==> src/rtl/alu_pkg.sv <==
// Shared op-code constants, select fields and FSM state encoding for the serial ALU.
package alu_pkg;

  // op[1:0] select field
  localparam logic [1:0] SEL_AND = 2'b00;
  localparam logic [1:0] SEL_OR  = 2'b01;
  localparam logic [1:0] SEL_ADD = 2'b10;
  localparam logic [1:0] SEL_SLT = 2'b11;

  // Full op codes: {Ainvert, Bnegate, select}
  localparam logic [3:0] OP_AND = 4'b0000;
  localparam logic [3:0] OP_OR  = 4'b0001;
  localparam logic [3:0] OP_ADD = 4'b0010;
  localparam logic [3:0] OP_SUB = 4'b0110;
  localparam logic [3:0] OP_NOR = 4'b1100;
  localparam logic [3:0] OP_SLT = 4'b0111;

  typedef enum logic [1:0] {
    IDLE = 2'b00,
    RUN  = 2'b01,
    DONE = 2'b10
  } state_t;

  function automatic logic is_add(input logic [1:0] sel);
    return sel == SEL_ADD;
  endfunction

endpackage

==> src/rtl/one_bit_ALU.sv <==
// 1-bit ALU cell: optional operand inversion, AND/OR/full-add/less select.
module one_bit_ALU (
  input  logic       a,
  input  logic       b,
  input  logic       cin,
  input  logic       ainvert,
  input  logic       bnegate,
  input  logic [1:0] sel,
  input  logic       less,
  output logic       res,
  output logic       cout
);
  import alu_pkg::*;

  logic aa;
  logic bb;

  assign aa   = a ^ ainvert;
  assign bb   = b ^ bnegate;
  assign cout = (aa & bb) | (aa & cin) | (bb & cin);

  always_comb begin
    res = 1'b0;
    unique case (sel)
      SEL_AND: res = aa & bb;
      SEL_OR:  res = aa | bb;
      SEL_ADD: res = aa ^ bb ^ cin;
      SEL_SLT: res = less;
      default: res = 1'b0;
    endcase
  end

endmodule

==> src/rtl/serial_alu_seq.sv <==
// Bit-serial ALU: one bit per cycle through a single 1-bit cell, LSB first.
// Define SERIAL_ALU_OVF_EN to enable signed-overflow tracking on add/sub.
module serial_alu_seq
  import alu_pkg::*;
#(
  parameter int unsigned WIDTH = 8
) (
  input  logic             clk,
  input  logic             rst_n,
  input  logic             start,
  input  logic [WIDTH-1:0] a,
  input  logic [WIDTH-1:0] b,
  input  logic [3:0]       op,
  output logic             busy,
  output logic             done,
  output logic [WIDTH-1:0] result,
  output logic             zero,
  output logic             carry_out,
  output logic             overflow
);

  localparam int unsigned IDX_W = (WIDTH > 1) ? $clog2(WIDTH) : 1;
  localparam logic [IDX_W-1:0] LAST_IDX = IDX_W'(WIDTH - 1);

  state_t           state;
  state_t           next_state;
  logic             load;
  logic             step;
  logic             finish;
  logic             last_bit;

  logic [WIDTH-1:0] a_q;
  logic [WIDTH-1:0] b_q;
  logic [3:0]       op_q;
  logic [IDX_W-1:0] idx;
  logic             carry;
  logic             slice_res;
  logic             slice_cout;

  assign last_bit = (idx == LAST_IDX);

  // State register
  always_ff @(posedge clk) begin
    if (!rst_n) state <= IDLE;
    else        state <= next_state;
  end

  // Next-state and datapath strobes
  always_comb begin
    next_state = state;
    load       = 1'b0;
    step       = 1'b0;
    finish     = 1'b0;
    unique case (state)
      IDLE: begin
        if (start) begin
          load       = 1'b1;
          next_state = RUN;
        end
      end
      RUN: begin
        step = 1'b1;
        if (last_bit) next_state = DONE;
      end
      DONE: begin
        finish     = 1'b1;
        next_state = IDLE;
      end
      default: next_state = IDLE;
    endcase
  end

  one_bit_ALU u_slice (
    .a       (a_q[idx]),
    .b       (b_q[idx]),
    .cin     (carry),
    .ainvert (op_q[3]),
    .bnegate (op_q[2]),
    .sel     (op_q[1:0]),
    .less    (1'b0),
    .res     (slice_res),
    .cout    (slice_cout)
  );

  // Operand latch, bit walk, result shift and flag capture
  always_ff @(posedge clk) begin
    if (!rst_n) begin
      busy      <= 1'b0;
      done      <= 1'b0;
      result    <= '0;
      zero      <= 1'b0;
      carry_out <= 1'b0;
      a_q       <= '0;
      b_q       <= '0;
      op_q      <= '0;
      idx       <= '0;
      carry     <= 1'b0;
    end else begin
      busy <= (next_state == RUN);
      done <= finish;
      if (load) begin
        a_q   <= a;
        b_q   <= b;
        op_q  <= op;
        idx   <= '0;
        carry <= op[2];
      end
      if (step) begin
        result <= {slice_res, result[WIDTH-1:1]};
        idx    <= last_bit ? '0 : idx + IDX_W'(1);
        carry  <= is_add(op_q[1:0]) ? slice_cout : 1'b0;
      end
      if (finish) begin
        zero      <= (result == '0);
        carry_out <= is_add(op_q[1:0]) & carry;
      end
    end
  end

`ifdef SERIAL_ALU_OVF_EN
  logic ovf_pend;

  // Carry into MSB xor carry out of MSB, captured on the last bit
  always_ff @(posedge clk) begin
    if (!rst_n) begin
      ovf_pend <= 1'b0;
      overflow <= 1'b0;
    end else begin
      if (step && last_bit) ovf_pend <= carry ^ slice_cout;
      if (finish)           overflow <= is_add(op_q[1:0]) & ovf_pend;
    end
  end
`else
  assign overflow = 1'b0;
`endif

endmodule

==> config.mk <==
export PLATFORM = sky130hd
export DESIGN_NAME = serial_alu_seq
export DESIGN_NICKNAME = d
export VERILOG_FILES = /design/src/rtl/alu_pkg.sv /design/src/rtl/one_bit_ALU.sv /design/src/rtl/serial_alu_seq.sv
export SDC_FILE = /design/constraint.sdc
export NUM_CORES = 1
export LEC_CHECK = 0
export ABC_CLOCK_PERIOD_IN_PS = 4800
export CAP_MARGIN = 20
export CORE_UTILIZATION = 24
export DETAILED_ROUTE_END_ITERATION = 16
export PLACE_DENSITY_LB_ADDON = 0.15
export SETUP_SLACK_MARGIN = 0.4
export SLEW_MARGIN = 20
export SYNTH_ARGS = -nofsm -noshare
export SYNTH_HDL_FRONTEND = slang
export SYNTH_SLANG_ARGS = --single-unit
export TNS_END_PERCENT = 30
==> constraint.sdc <==
create_clock -name clk -period 4.8 [get_ports clk]
set_input_delay 1.2 -clock clk [delete_from_list [all_inputs] [get_ports clk]]
set_output_delay 1.2 -clock clk [all_outputs]
set_load 0.005 [all_outputs]
After elaboration in Yosys (flattened, before gate mapping):

Cells that the tools add are included.

* input port bits: 23
* bits in registers: 38
* logic and storage cells: 53
* memories kept: 0
* memory bits (writable): 0
* ROM bits: 0
* latch bits: 0

* eq/ne operators: 7
* shift operators: 0
* bitwise logic cells: 11
* $add $sub $neg: 1
* reduce and logical (&&, ||, !) cells: 4
* multiplexer cells: 18
* multipliers: 0
* $lt $le $gt $ge: 1
* divide/modulo/power cells: 0

Operator list (count)
* 1-bit 2-to-1 mux: 9
* 3-bit 2-to-1 mux: 3
* 8-bit zero test: 1
* 1-bit binary-select mux with 3-bit select: 2
* 2-bit by 1-bit == test with 1-bit output, second input constant: 3
* 2-bit == test, second input constant: 3
* 1-bit AND: 4
* 2-bit zero test: 2
* 3-bit by 4-bit less-than comparator with 1-bit output, second input constant: 1
* 2-bit 2-to-1 mux: 2
* 1-bit one-hot mux with 4 select lines: 1
* 2-bit one-hot mux with 2 select lines: 1
* 1-bit bitwise XOR: 4
* 3-bit by 1-bit adder with 3-bit output, second input constant: 1
* 3-bit == test, second input constant: 1
* 1-bit OR: 3
* 2-bit nonzero test: 1

Logic depth before layout (Yosys ltp):

Gate-level depths: netlist of the first run.

* depth after elaboration: 8
* mapped depth: 8

By module:

Synthesis of the first run repeated with hierarchy kept, for this count alone.

* cell total of the unflattened synthesis: 184
* area, all modules: 1646.6 um^2

Modules (own cells, without submodules)
* serial_alu_seq: sequential area each 760.7 um^2, instances 1, area an instance 1550.2 um^2, cells each 175
* one_bit_ALU: sequential area each 0.0 um^2, instances 1, area an instance 96.3 um^2, cells each 9

Least setup slack after synthesis of the first run:

Ideal clock, no wire load.

* kind: register -> register
* start point: reg idx[1]
* end point: reg carry
* cell stages (with the launch flop): 8
* data required time: 4.726 ns
* library setup time: 0.074 ns
* slack: 2.537 ns
* data arrival time: 2.189 ns
* cell sequence: dfxtp_1 buf_6 mux2i_1 mux4_2 xor2_1 fa_1 or4b_1 a31oi_1

* cells in the longest elaborated chain, start to end: 8
* elaborated cells between the ends (all ways): 13
* those cells by class: mux: 6; bitwise: 7

Ends and longest elaborated chain
* start: declaration: RTL line serial_alu_seq.sv:35 `logic [IDX_W-1:0] idx;`
* start signal: assignment: RTL line serial_alu_seq.sv:110 `idx <= last_bit ? '0 : idx + IDX_W'(1);`
* 1-bit binary-select mux with 3-bit select, on equally long branches: RTL line serial_alu_seq.sv:74, serial_alu_seq.sv:75
* 1-bit 2-to-1 mux, on equally long branches: RTL line serial_alu_seq.sv:74, serial_alu_seq.sv:75
* 1-bit bitwise XOR, on equally long branches: RTL line one_bit_ALU.sv:18, one_bit_ALU.sv:19
* 1-bit AND: RTL line one_bit_ALU.sv:20 `assign cout = (aa & bb) | (aa & cin) | (bb & cin);`
* 1-bit OR: RTL line one_bit_ALU.sv:20
* 1-bit OR (*): RTL line one_bit_ALU.sv:20
* 1-bit 2-to-1 mux (*): RTL line serial_alu_seq.sv:111 `carry <= is_add(op_q[1:0]) ? slice_cout : 1'b0;`
* 1-bit 2-to-1 mux (*): RTL line serial_alu_seq.sv:108 `if (step) begin`
* end signal: assignment: RTL line serial_alu_seq.sv:106 `carry <= op[2];`
* end signal: assignment: RTL line serial_alu_seq.sv:111
* end: declaration: RTL line serial_alu_seq.sv:36 `logic carry;`

Mark *: on every way between the ends. The rest lies on a longest branch, timed or not. The select of a mux whose other input is x is not followed.
A chain may end at the register's enable or synchronous reset.

Worst setup path in the final report of the first run:

* start point: in rst_n
* end point: reg carry

RTL lines
* start: declaration: RTL line serial_alu_seq.sv:9 `input logic rst_n,`

No word-level cell between the ends.

==> PnR_summary.wiki, run 1 <==
{| class="wikitable"
! Metric !! Value
|-
| Final worst path period need || 2710 ps
|-
| Count of routing violations after the opening detailed-route iteration || 47
|-
| Cell at the slowest stage of the critical path || sky130_fd_sc_hd__clkinv_1
|-
| Total global routing overflow || 0
|-
| Net Switching || 0.000159 W
|-
| Final worst path period share || 56.5%
|-
| Half-perimeter wire length after detailed placement || 2.34 mm
|-
| Router iterations before antenna repair || 10
|-
| Setup bufs post-CTS || 0
|-
| Sequential cell fraction of total power || 52.9%
|-
| Kind of end point of the critical path || register
|-
| Global-route wire length before repair || slightly below 6 mm
|-
| Clock transition at the registers of the reported paths || 70 ps
|-
| Buffers on Ports || 34
|-
| Placement-stage worst setup slack || 1750 ps
|-
| Horiz. Die Dim || 84.4 µm
|-
| Slack of the critical path || 2090 ps
|-
| Share of layout cells above drive strength 1 || ~6.4%
|-
| Starting density of the core || ~25%
|-
| Drt via density || 4.32
|-
| Leakage power || 0.735 nW
|-
| Worst supply voltage drop on vdd || 0.167 mV
|-
| Sequential cell area || around 760 µm²
|-
| Number of remaining DRC errors || 6
|-
| IO Pins || 36
|-
| Per-cell routed wire length || 11.6 µm
|-
| Register bit count reported by yosys || 38
|-
| Die Height || 84.4 µm
|-
| Part of the Yosys area used for sequential elements || between 40% and 50%
|-
| Worst R2R Path Depth || 6
|-
| Total clock buffers created by CTS || 5
|-
| Cell at the root of the clock tree || sky130_fd_sc_hd__clkbuf_8
|-
| Area of the core region || 0.00646 mm²
|-
| Synthesized netlist cell count || between 150 and 200
|-
| Mean post-synth cell area || 8.63 µm²
|-
| Clock power frac || 34.9%
|-
| Max Root-Sink Buffers || 2
|-
| Synthesized netlist net count || 217
|-
| Number of global-route vias before repair || 1204
|-
| Largest net degree at the start of global routing || 35
|-
| Number of clock sinks seen by CTS || 38
|-
| Net count reported at finish || 247
|-
| Fill cell count || 697
|-
| Switching part of the total power || 24.6%
|-
| Area of the die || 0.00713 mm²
|-
| Hold violation count in the final report || 0
|-
| Critical Path AT || 2900 ps
|-
| CP startpoint kind || input pin
|-
| Capture point of the worst reg-to-reg path || carry
|-
| CTS tree || built
|-
| Crit Path Category || in2reg
|-
| Peak clock frequency supported by timing || 369 MHz
|-
| PwrDens || a little over 300 mW/mm²
|-
| Area occupied by multi-input gates || 796 µm²
|-
| Worst Tran Pin Value || 933 ps
|-
| Relative max-transition margin || 37.4%
|-
| Critical path cell sequence || clkdlybuf4s50_1 > clkinv_1 > a31oi_1
|-
| Part of the power in combinational logic || between 10% and 20%
|-
| CTS H-Tree Depth || 2
|-
| Initial antenna violation count || 0
|-
| Number of placement rows || 29
|-
| Reg-to-reg startpoint || idx[1]
|-
| Internal Dissipation || 0.000486 W
|-
| Reg2reg setup slack || between 2000 and 2500 ps
|-
| Count of cells along the worst hold path || 2
|-
| Cells after DPL || 289
|-
| Layout Cells excl Fill || 297
|-
| Worst min-delay path category || reg2reg
|-
| Clock latency of the later-clocked register in the worst-skew pair || 290 ps
|-
| Wire length reported by the detailed router || 3.45 mm
|-
| Via Count || 1284
|-
| Final Slew Violations || 0
|-
| Diode count || 0
|-
| Yosys warning total || 0
|-
| GRT Resource Usage Total || 10.5%
|-
| Final sum of negative setup slack || 0 ps
|-
| Worst-case hold slack || 454 ps
|-
| Setup Skew || approximately 9 ps
|-
| Result of the run || finished, violations left
|-
| Longest individual stage delay on the worst path || 760 ps
|-
| Area added between synthesis and finish || 28.8%
|-
| Netlist area before placement || roughly 0.0016 mm²
|-
| Count of hold buffers inserted by post-cts repair || 0
|-
| Post-DRT Antenna Nets || 0
|-
| Violated checks || design-rule violations
|-
| Data required time of the worst path || about 5000 ps
|-
| Min-delay src || a_q[5]
|-
| Max-capacitance violation count || 0
|-
| Count of endpoints failing setup in the final report || 0
|-
| Unrepaired setup endpoints after global routing || false
|-
| Maximum net fanout on the critical path || 34
|-
| Final weighted congestion of routability-driven global placement || 0.663
|-
| Synth cell types || 33
|-
| Cts repair resizes || 0
|-
| Worst-case hold path end point || a_q[5]
|}
synth_stat cells:
cell / instances / area (µm²)
sky130_fd_sc_hd__a21oi_1: 30 / 150
sky130_fd_sc_hd__a22oi_1: 3 / 22.5
sky130_fd_sc_hd__a31oi_1: 1 / 6.26
sky130_fd_sc_hd__and2_1: 2 / 12.5
sky130_fd_sc_hd__and2b_2: 2 / 17.5
sky130_fd_sc_hd__and3_1: 1 / 6.26
sky130_fd_sc_hd__buf_4: 1 / 7.51
sky130_fd_sc_hd__buf_6: 3 / 33.8
sky130_fd_sc_hd__clkbuf_1: 8 / 30.0
sky130_fd_sc_hd__clkinv_1: 1 / 3.75
sky130_fd_sc_hd__conb_1: 1 / 3.75
sky130_fd_sc_hd__dfxtp_1: 38 / 761
sky130_fd_sc_hd__fa_1: 1 / 20.0
sky130_fd_sc_hd__ha_1: 4 / 50.1
sky130_fd_sc_hd__inv_1: 1 / 3.75
sky130_fd_sc_hd__mux2i_1: 8 / 80.1
sky130_fd_sc_hd__mux4_2: 2 / 45.0
sky130_fd_sc_hd__nand2_1: 57 / 214
sky130_fd_sc_hd__nand2b_1: 1 / 6.26
sky130_fd_sc_hd__nand3_1: 1 / 5.00
sky130_fd_sc_hd__nand4b_1: 1 / 8.76
sky130_fd_sc_hd__nor2_1: 5 / 18.8
sky130_fd_sc_hd__nor2b_1: 2 / 12.5
sky130_fd_sc_hd__nor3b_1: 1 / 7.51
sky130_fd_sc_hd__nor4_1: 2 / 12.5
sky130_fd_sc_hd__o21ai_0: 3 / 15.0
sky130_fd_sc_hd__o21bai_1: 1 / 7.51
sky130_fd_sc_hd__o31ai_1: 1 / 7.51
sky130_fd_sc_hd__or2b_1: 1 / 7.51
sky130_fd_sc_hd__or3b_2: 1 / 8.76
sky130_fd_sc_hd__or4b_1: 1 / 10.0
sky130_fd_sc_hd__xnor2_1: 2 / 17.5
sky130_fd_sc_hd__xor2_1: 2 / 17.5
power by group through the flow:
| stage | sequential (W) | clock [W] | combinational, W |
|---|---|---|---|
| after CTS | 0.000341 | 0.000237 | 0.0000811 |
| final | 0.000341 | 0.000225 | 0.0000791 |
| after detailed placement | 0.000349 | 0 | 0.0000812 |
| after global routing | 0.000343 | 0.000250 | 0.0000894 |
| after global placement | 0.000348 | 0 | 0.0000808 |
| after floorplan | 0.000344 | 0 | 0.0000525 |
routing by layer:
layer / vias up / global-route usage, % / share of wire, %
met5: - / 0 / 0
met4: 0 / 4.16 / 1.2
met3: 5 / 3.15 / 5.7
met2: 36 / 15.9 / 42
met1: 555 / 14.1 / 51
li1: 688 / - / -
cell type report:
type | instances | share of cell area (%)
multi-input combinational | 137 | 37.9
sequential | 38 | 36.2
timing repair buffer | 35 | 16.6
tap | 77 | 4.59
clock buffer | 7 | 4.11
inverter | 2 | 0.358
clock inverter | 1 | 0.238
registers in the layout, indices dropped and copies added (netlist names), 2 cells and up:
signal	cells
idx	3
op_q	4
b_q	8
state	2
result	8
a_q	8
placed cells by master, fill, tap and decap left out:
cell type / n
sky130_fd_sc_hd__or2b_1: 1
sky130_fd_sc_hd__xor2_1: 2
sky130_fd_sc_hd__clkdlybuf4s50_1: 34
sky130_fd_sc_hd__inv_1: 1
sky130_fd_sc_hd__and2b_2: 2
sky130_fd_sc_hd__and2_1: 2
sky130_fd_sc_hd__o21ai_0: 3
sky130_fd_sc_hd__a21oi_1: 30
sky130_fd_sc_hd__buf_4: 1
sky130_fd_sc_hd__nor3b_2: 1
sky130_fd_sc_hd__clkbuf_8: 6
sky130_fd_sc_hd__or3b_2: 1
sky130_fd_sc_hd__dfxtp_1: 38
sky130_fd_sc_hd__a31oi_1: 1
sky130_fd_sc_hd__nand4b_1: 1
sky130_fd_sc_hd__or4b_1: 1
sky130_fd_sc_hd__nand3_1: 1
sky130_fd_sc_hd__mux4_2: 2
sky130_fd_sc_hd__clkinv_1: 1
sky130_fd_sc_hd__ha_1: 4
sky130_fd_sc_hd__fa_1: 1
sky130_fd_sc_hd__nor4_1: 2
sky130_fd_sc_hd__nor2b_1: 2
sky130_fd_sc_hd__mux2i_1: 8
sky130_fd_sc_hd__nor2_1: 5
sky130_fd_sc_hd__o31ai_1: 1
sky130_fd_sc_hd__clkbuf_1: 1
sky130_fd_sc_hd__and3_1: 1
sky130_fd_sc_hd__nand2b_1: 1
sky130_fd_sc_hd__clkinv_2: 1
sky130_fd_sc_hd__o21bai_1: 1
sky130_fd_sc_hd__xnor2_1: 2
sky130_fd_sc_hd__a22oi_1: 3
sky130_fd_sc_hd__nand2_1: 57
sky130_fd_sc_hd__conb_1: 1
metrics by stage:
stage | util, % | power (W) | instance area [µm²]
2_1_floorplan | - | 0.000396 | 1630
3_3_place_gp | 31.1 | 0.000429 | 2010
3_5_place_dp | 31.1 | 0.000430 | 2010
4_1_cts | 32.5 | 0.000659 | 2100
5_1_grt | 32.5 | 0.000683 | 2100
6_report | 32.5 | 0.000645 | 2100
critical path: cells and delay by family:
family,cells,cell delay [ps]
buf+inv,2,1300
compound gates,1,390
cells by family after synthesis:
kind of cell | Yosys count | share of synthesized area, %
simple gates | 78 | 21.3
compound gates | 39 | 12.8
flops | 38 | 46.7
buf+inv | 14 | 4.83
mux | 10 | 7.67
fa+ha+maj | 5 | 4.30
xor+xnor | 4 | 2.15
other cells | 1 | 0.230
worst max path at each step:
stage               cells past startpoint  slack [ps]  startpoint  endpoint
detailed placement                      3        1750       rst_n     carry
CTS                                     3        2050       rst_n     carry
floorplan                               7        2540      idx[1]     carry
global route                            3        1900       rst_n     carry
finish                                  3        2090       rst_n     carry
global placement                        3        1740       rst_n     carry
No activity file was read; power rests on OpenSTA's default activity.
==> run 2: changes to the inputs <==
ABC_CLOCK_PERIOD_IN_PS = 2600   (was 4800)
clock period = 2.6 ns   (was 4.8 ns; I/O delays follow)
==> run 2 against run 1 <==
- the flow still finishes with violations (design-rule violations)
- die area stayed put
- clock skew is 5.7 ps lower
- sequential power is 84% higher
- first-iteration DRC count stayed put
- non-clock buffer count is 9 higher
- largest cell class unchanged
- clock power is 110% higher
- design area is 5.3% higher
- setup slack worse by 1700 ps
- sequential share of layout area is 1.5 points lower
- largest power group unchanged
- via count is 5.0% higher
- flip-flop and latch count stayed put
- critical endpoint unchanged
==> PnR_summary.wiki, run 2 (synthesis gave the netlist of run 1 again) <==
{| class="wikitable"
! Metric !! Value
|-
| Final weighted congestion of routability-driven global placement || 0.725 (was 0.663)
|-
| Die Height || 84.4 µm (unchanged)
|-
| Part of the power in combinational logic || 13.3% (was 12.3%)
|-
| Sequential cell fraction of total power || 49.8% (was 52.9%)
|-
| Total clock buffers created by CTS || 5 (unchanged)
|-
| Placed cell areas || 0.00202 mm² (was 0.00201 mm²)
|-
| Placement-stage worst setup slack || 130 ps (was 1750 ps)
|-
| Worst min-delay path category || reg2reg (unchanged)
|-
| Final sum of negative setup slack || 0 ps (unchanged)
|-
| Half-perimeter wire length after detailed placement || 2.47 mm (was 2.34 mm)
|-
| Router iterations before antenna repair || 10 (unchanged)
|-
| Count of cells along the worst hold path || 2 (unchanged)
|-
| Worst supply voltage drop on vdd || 0.252 mV (was 0.167 mV)
|-
| Maximum net fanout on the critical path || 6 (was 34)
|-
| Registers with the most flip-flops || a_q: 8 flops, b_q: 8 flops, result: 8 flops (unchanged)
|-
| Max-capacitance violation count || 0 (unchanged)
|-
| Final standard cell utilization of the core || 34.2% (was 32.5%)
|-
| Area of the core region || 0.00646 mm² (unchanged)
|-
| Wire length reported by the detailed router || 3.55 mm (was 3.45 mm)
|-
| CTS H-Tree Depth || 2 (unchanged)
|-
| Post-DRT Antenna Nets || 0 (unchanged)
|-
| Critical Path AT || 2450 ps (was 2900 ps)
|-
| Capture point of the worst reg-to-reg path || carry (unchanged)
|-
| Horiz. Die Dim || 84.4 µm (unchanged)
|-
| Worst-case hold slack || 456 ps (was 454 ps)
|-
| Global-route wire length before repair || 5.91 mm (was 5.88 mm)
|-
| Worst R2R Path Depth || 6 (unchanged)
|-
| Area of the die || 0.00713 mm² (unchanged)
|-
| Count of endpoints failing setup in the final report || 0 (unchanged)
|-
| Capturing instance or port of the critical path || carry (unchanged)
|-
| Fill cell count || 690 (was 697)
|-
| Switching part of the total power || 23.6% (was 24.6%)
|-
| Cell at the root of the clock tree || sky130_fd_sc_hd__clkbuf_8 (unchanged)
|-
| Met3 track utilization from global routing || 2.95% (was 3.15%)
|-
| Kind of end point of the critical path || register (unchanged)
|-
| Clock transition at the registers of the reported paths || 70 ps (about the same)
|-
| Number of clock sinks seen by CTS || 38 (unchanged)
|-
| Net count reported at finish || 256 (was 247)
|-
| Buffers on Ports || 34 (unchanged)
|-
| Most common cell after layout, fill and taps aside || sky130_fd_sc_hd__nand2_1 (unchanged)
|-
| PwrDens || 572 mW/mm² (was 307 mW/mm²)
|-
| Met1 routing resource usage after global routing || 14.3% (was 14.1%)
|-
| Total global routing overflow || 0 (unchanged)
|-
| Number of remaining DRC errors || 3 (was 6)
|-
| Drt via density || 4.41 (was 4.32)
|-
| Diode count || 0 (unchanged)
|-
| CTS tree || built (unchanged)
|-
| Most used routing layer in global routing || met2 (unchanged)
|-
| Reg-to-reg startpoint || idx[1] (unchanged)
|-
| Count of routing violations after the opening detailed-route iteration || 47 (unchanged)
|-
| Number of placement rows || 29 (unchanged)
|-
| Critical path origin || idx[1] (was rst_n)
|-
| Number of global-route vias before repair || 1238 (was 1204)
|-
| IO Pins || 36 (unchanged)
|-
| Result of the run || finished, violations left (unchanged)
|-
| GR met2 Demand/Resource || 15.8% (was 15.9%)
|-
| Area added between synthesis and finish || 35.6% (was 28.8%)
|-
| Crit Path Category || reg2reg (was in2reg)
|-
| Max Root-Sink Buffers || 2 (unchanged)
|-
| Highest-count cells in the layout ignoring fill and taps || sky130_fd_sc_hd__nand2_1, sky130_fd_sc_hd__dfxtp_1, sky130_fd_sc_hd__clkdlybuf4s50_1 (unchanged)
|-
| Violated checks || design-rule violations (unchanged)
|-
| Hold violation count in the final report || 0 (unchanged)
|-
| Leakage power || 0.791 nW (was 0.735 nW)
|-
| Unrepaired setup endpoints after global routing || true (was false)
|-
| Final Slew Violations || 0 (unchanged)
|-
| Setup Skew || 3.34 ps (was 9.04 ps)
|-
| Final worst path period need || 2230 ps
|-
| Starting density of the core || 25.2% (unchanged)
|-
| Net Switching || 0.000298 W (was 0.000159 W)
|-
| Non-Filler Cell Area, Final || 0.00221 mm² (was 0.00210 mm²)
|-
| Reg2reg setup slack || 370 ps (was 2240 ps)
|-
| Peak clock frequency supported by timing || around 450 MHz
|-
| Via Count || 1348 (was 1284)
|-
| Final worst path period share || a little under nine tenths
|-
| Slack of the critical path || 366 ps (was 2090 ps)
|-
| Data required time of the worst path || 2810 ps (was 4990 ps)
|-
| Share of layout cells above drive strength 1 || 12.7% (was 6.36%)
|-
| Initial antenna violation count || 0 (unchanged)
|-
| Per-cell routed wire length || 11.6 µm (about the same)
|-
| Min-delay src || carry_out (was a_q[5])
|-
| Clock power frac || 36.9% (was 34.9%)
|-
| GRT Resource Usage Total || 10.5% (about the same)
|-
| Clock latency of the later-clocked register in the worst-skew pair || 280 ps (was 290 ps)
|-
| CP startpoint kind || register (was input pin)
|-
| Internal Dissipation || 0.000967 W (was 0.000486 W)
|-
| Largest net degree at the start of global routing || 22 (was 35)
|}
==> run 2: cell types whose count changed in the layout (fill, tap and decap cells not counted), moves of 2 or more <==
| cell | previous run | this run |
|---|---|---|
| sky130_fd_sc_hd__buf_4 | 1 | 10 |
| sky130_fd_sc_hd__clkbuf_8 | 6 | 8 |
| sky130_fd_sc_hd__dfxtp_1 | 38 | 36 |
| sky130_fd_sc_hd__dfxtp_4 | 0 | 2 |
| sky130_fd_sc_hd__xor2_1 | 2 | 0 |
| sky130_fd_sc_hd__xor2_2 | 0 | 2 |
==> run 2: cell type report <==
type	count	area, µm²	share of cell area (%)
Sequential cell	38	768	34.7
Inverter	2	7.51	0.340
Multi-Input combinational cell	137	813	36.8
Clock buffer	8	110	4.98
Tap cell	77	96.3	4.36
Timing Repair Buffer	44	415	18.8
==> run 2: routing by layer <==
metal	vias up	share of wire [%]
met5	-	0
met4	0	0.42
met2	38	43
met3	3	5.3
li1	707	-
met1	600	52
==> run 2: worst min-delay path by stage <==
| stage | end | slack, ps |
|---|---|---|
| 5_1_grt | carry_out | 480 |
| 3_5_place_dp | a_q[1] | 450 |
| 6_report | carry_out | 460 |
| 2_1_floorplan | a_q[0] | 440 |
| 4_1_cts | a_q[1] | 460 |
| 3_3_place_gp | b_q[5] | 450 |
==> run 2: repair_timing <==
action                     4_1_cts  5_1_grt
hold endpoints to repair         0        0
setup buffers                    3        4
setup endpoints to repair        2        2
pin swaps                        1        3
resized for setup                6        1
hold buffers                     0        0
==> run 2: power groups by stage <==
stage               Combinational (W)  Sequential, W  Clock (W)
floorplan                   0.0000969       0.000635          0
global placement             0.000152       0.000645          0
detailed placement           0.000154       0.000644          0
CTS                          0.000161       0.000630   0.000484
global route                 0.000189       0.000633   0.000507
finish                       0.000169       0.000629   0.000467
==> run 2: critical path, stage by stage (launching register included) <==
cell and delay (ps):
sky130_fd_sc_hd__dfxtp_4 380, sky130_fd_sc_hd__mux2i_1 130, sky130_fd_sc_hd__mux4_2 510, sky130_fd_sc_hd__xor2_2 180, sky130_fd_sc_hd__fa_2 350, sky130_fd_sc_hd__or4b_1 490
sky130_fd_sc_hd__a31oi_1 130
==> run 2: per-stage QoR <==
step                      cells  power (W)
after global placement      291   0.000797
after global routing        306    0.00133
final                       306    0.00127
after CTS                   302    0.00127
after floorplan             189   0.000732
after detailed placement    291   0.000798
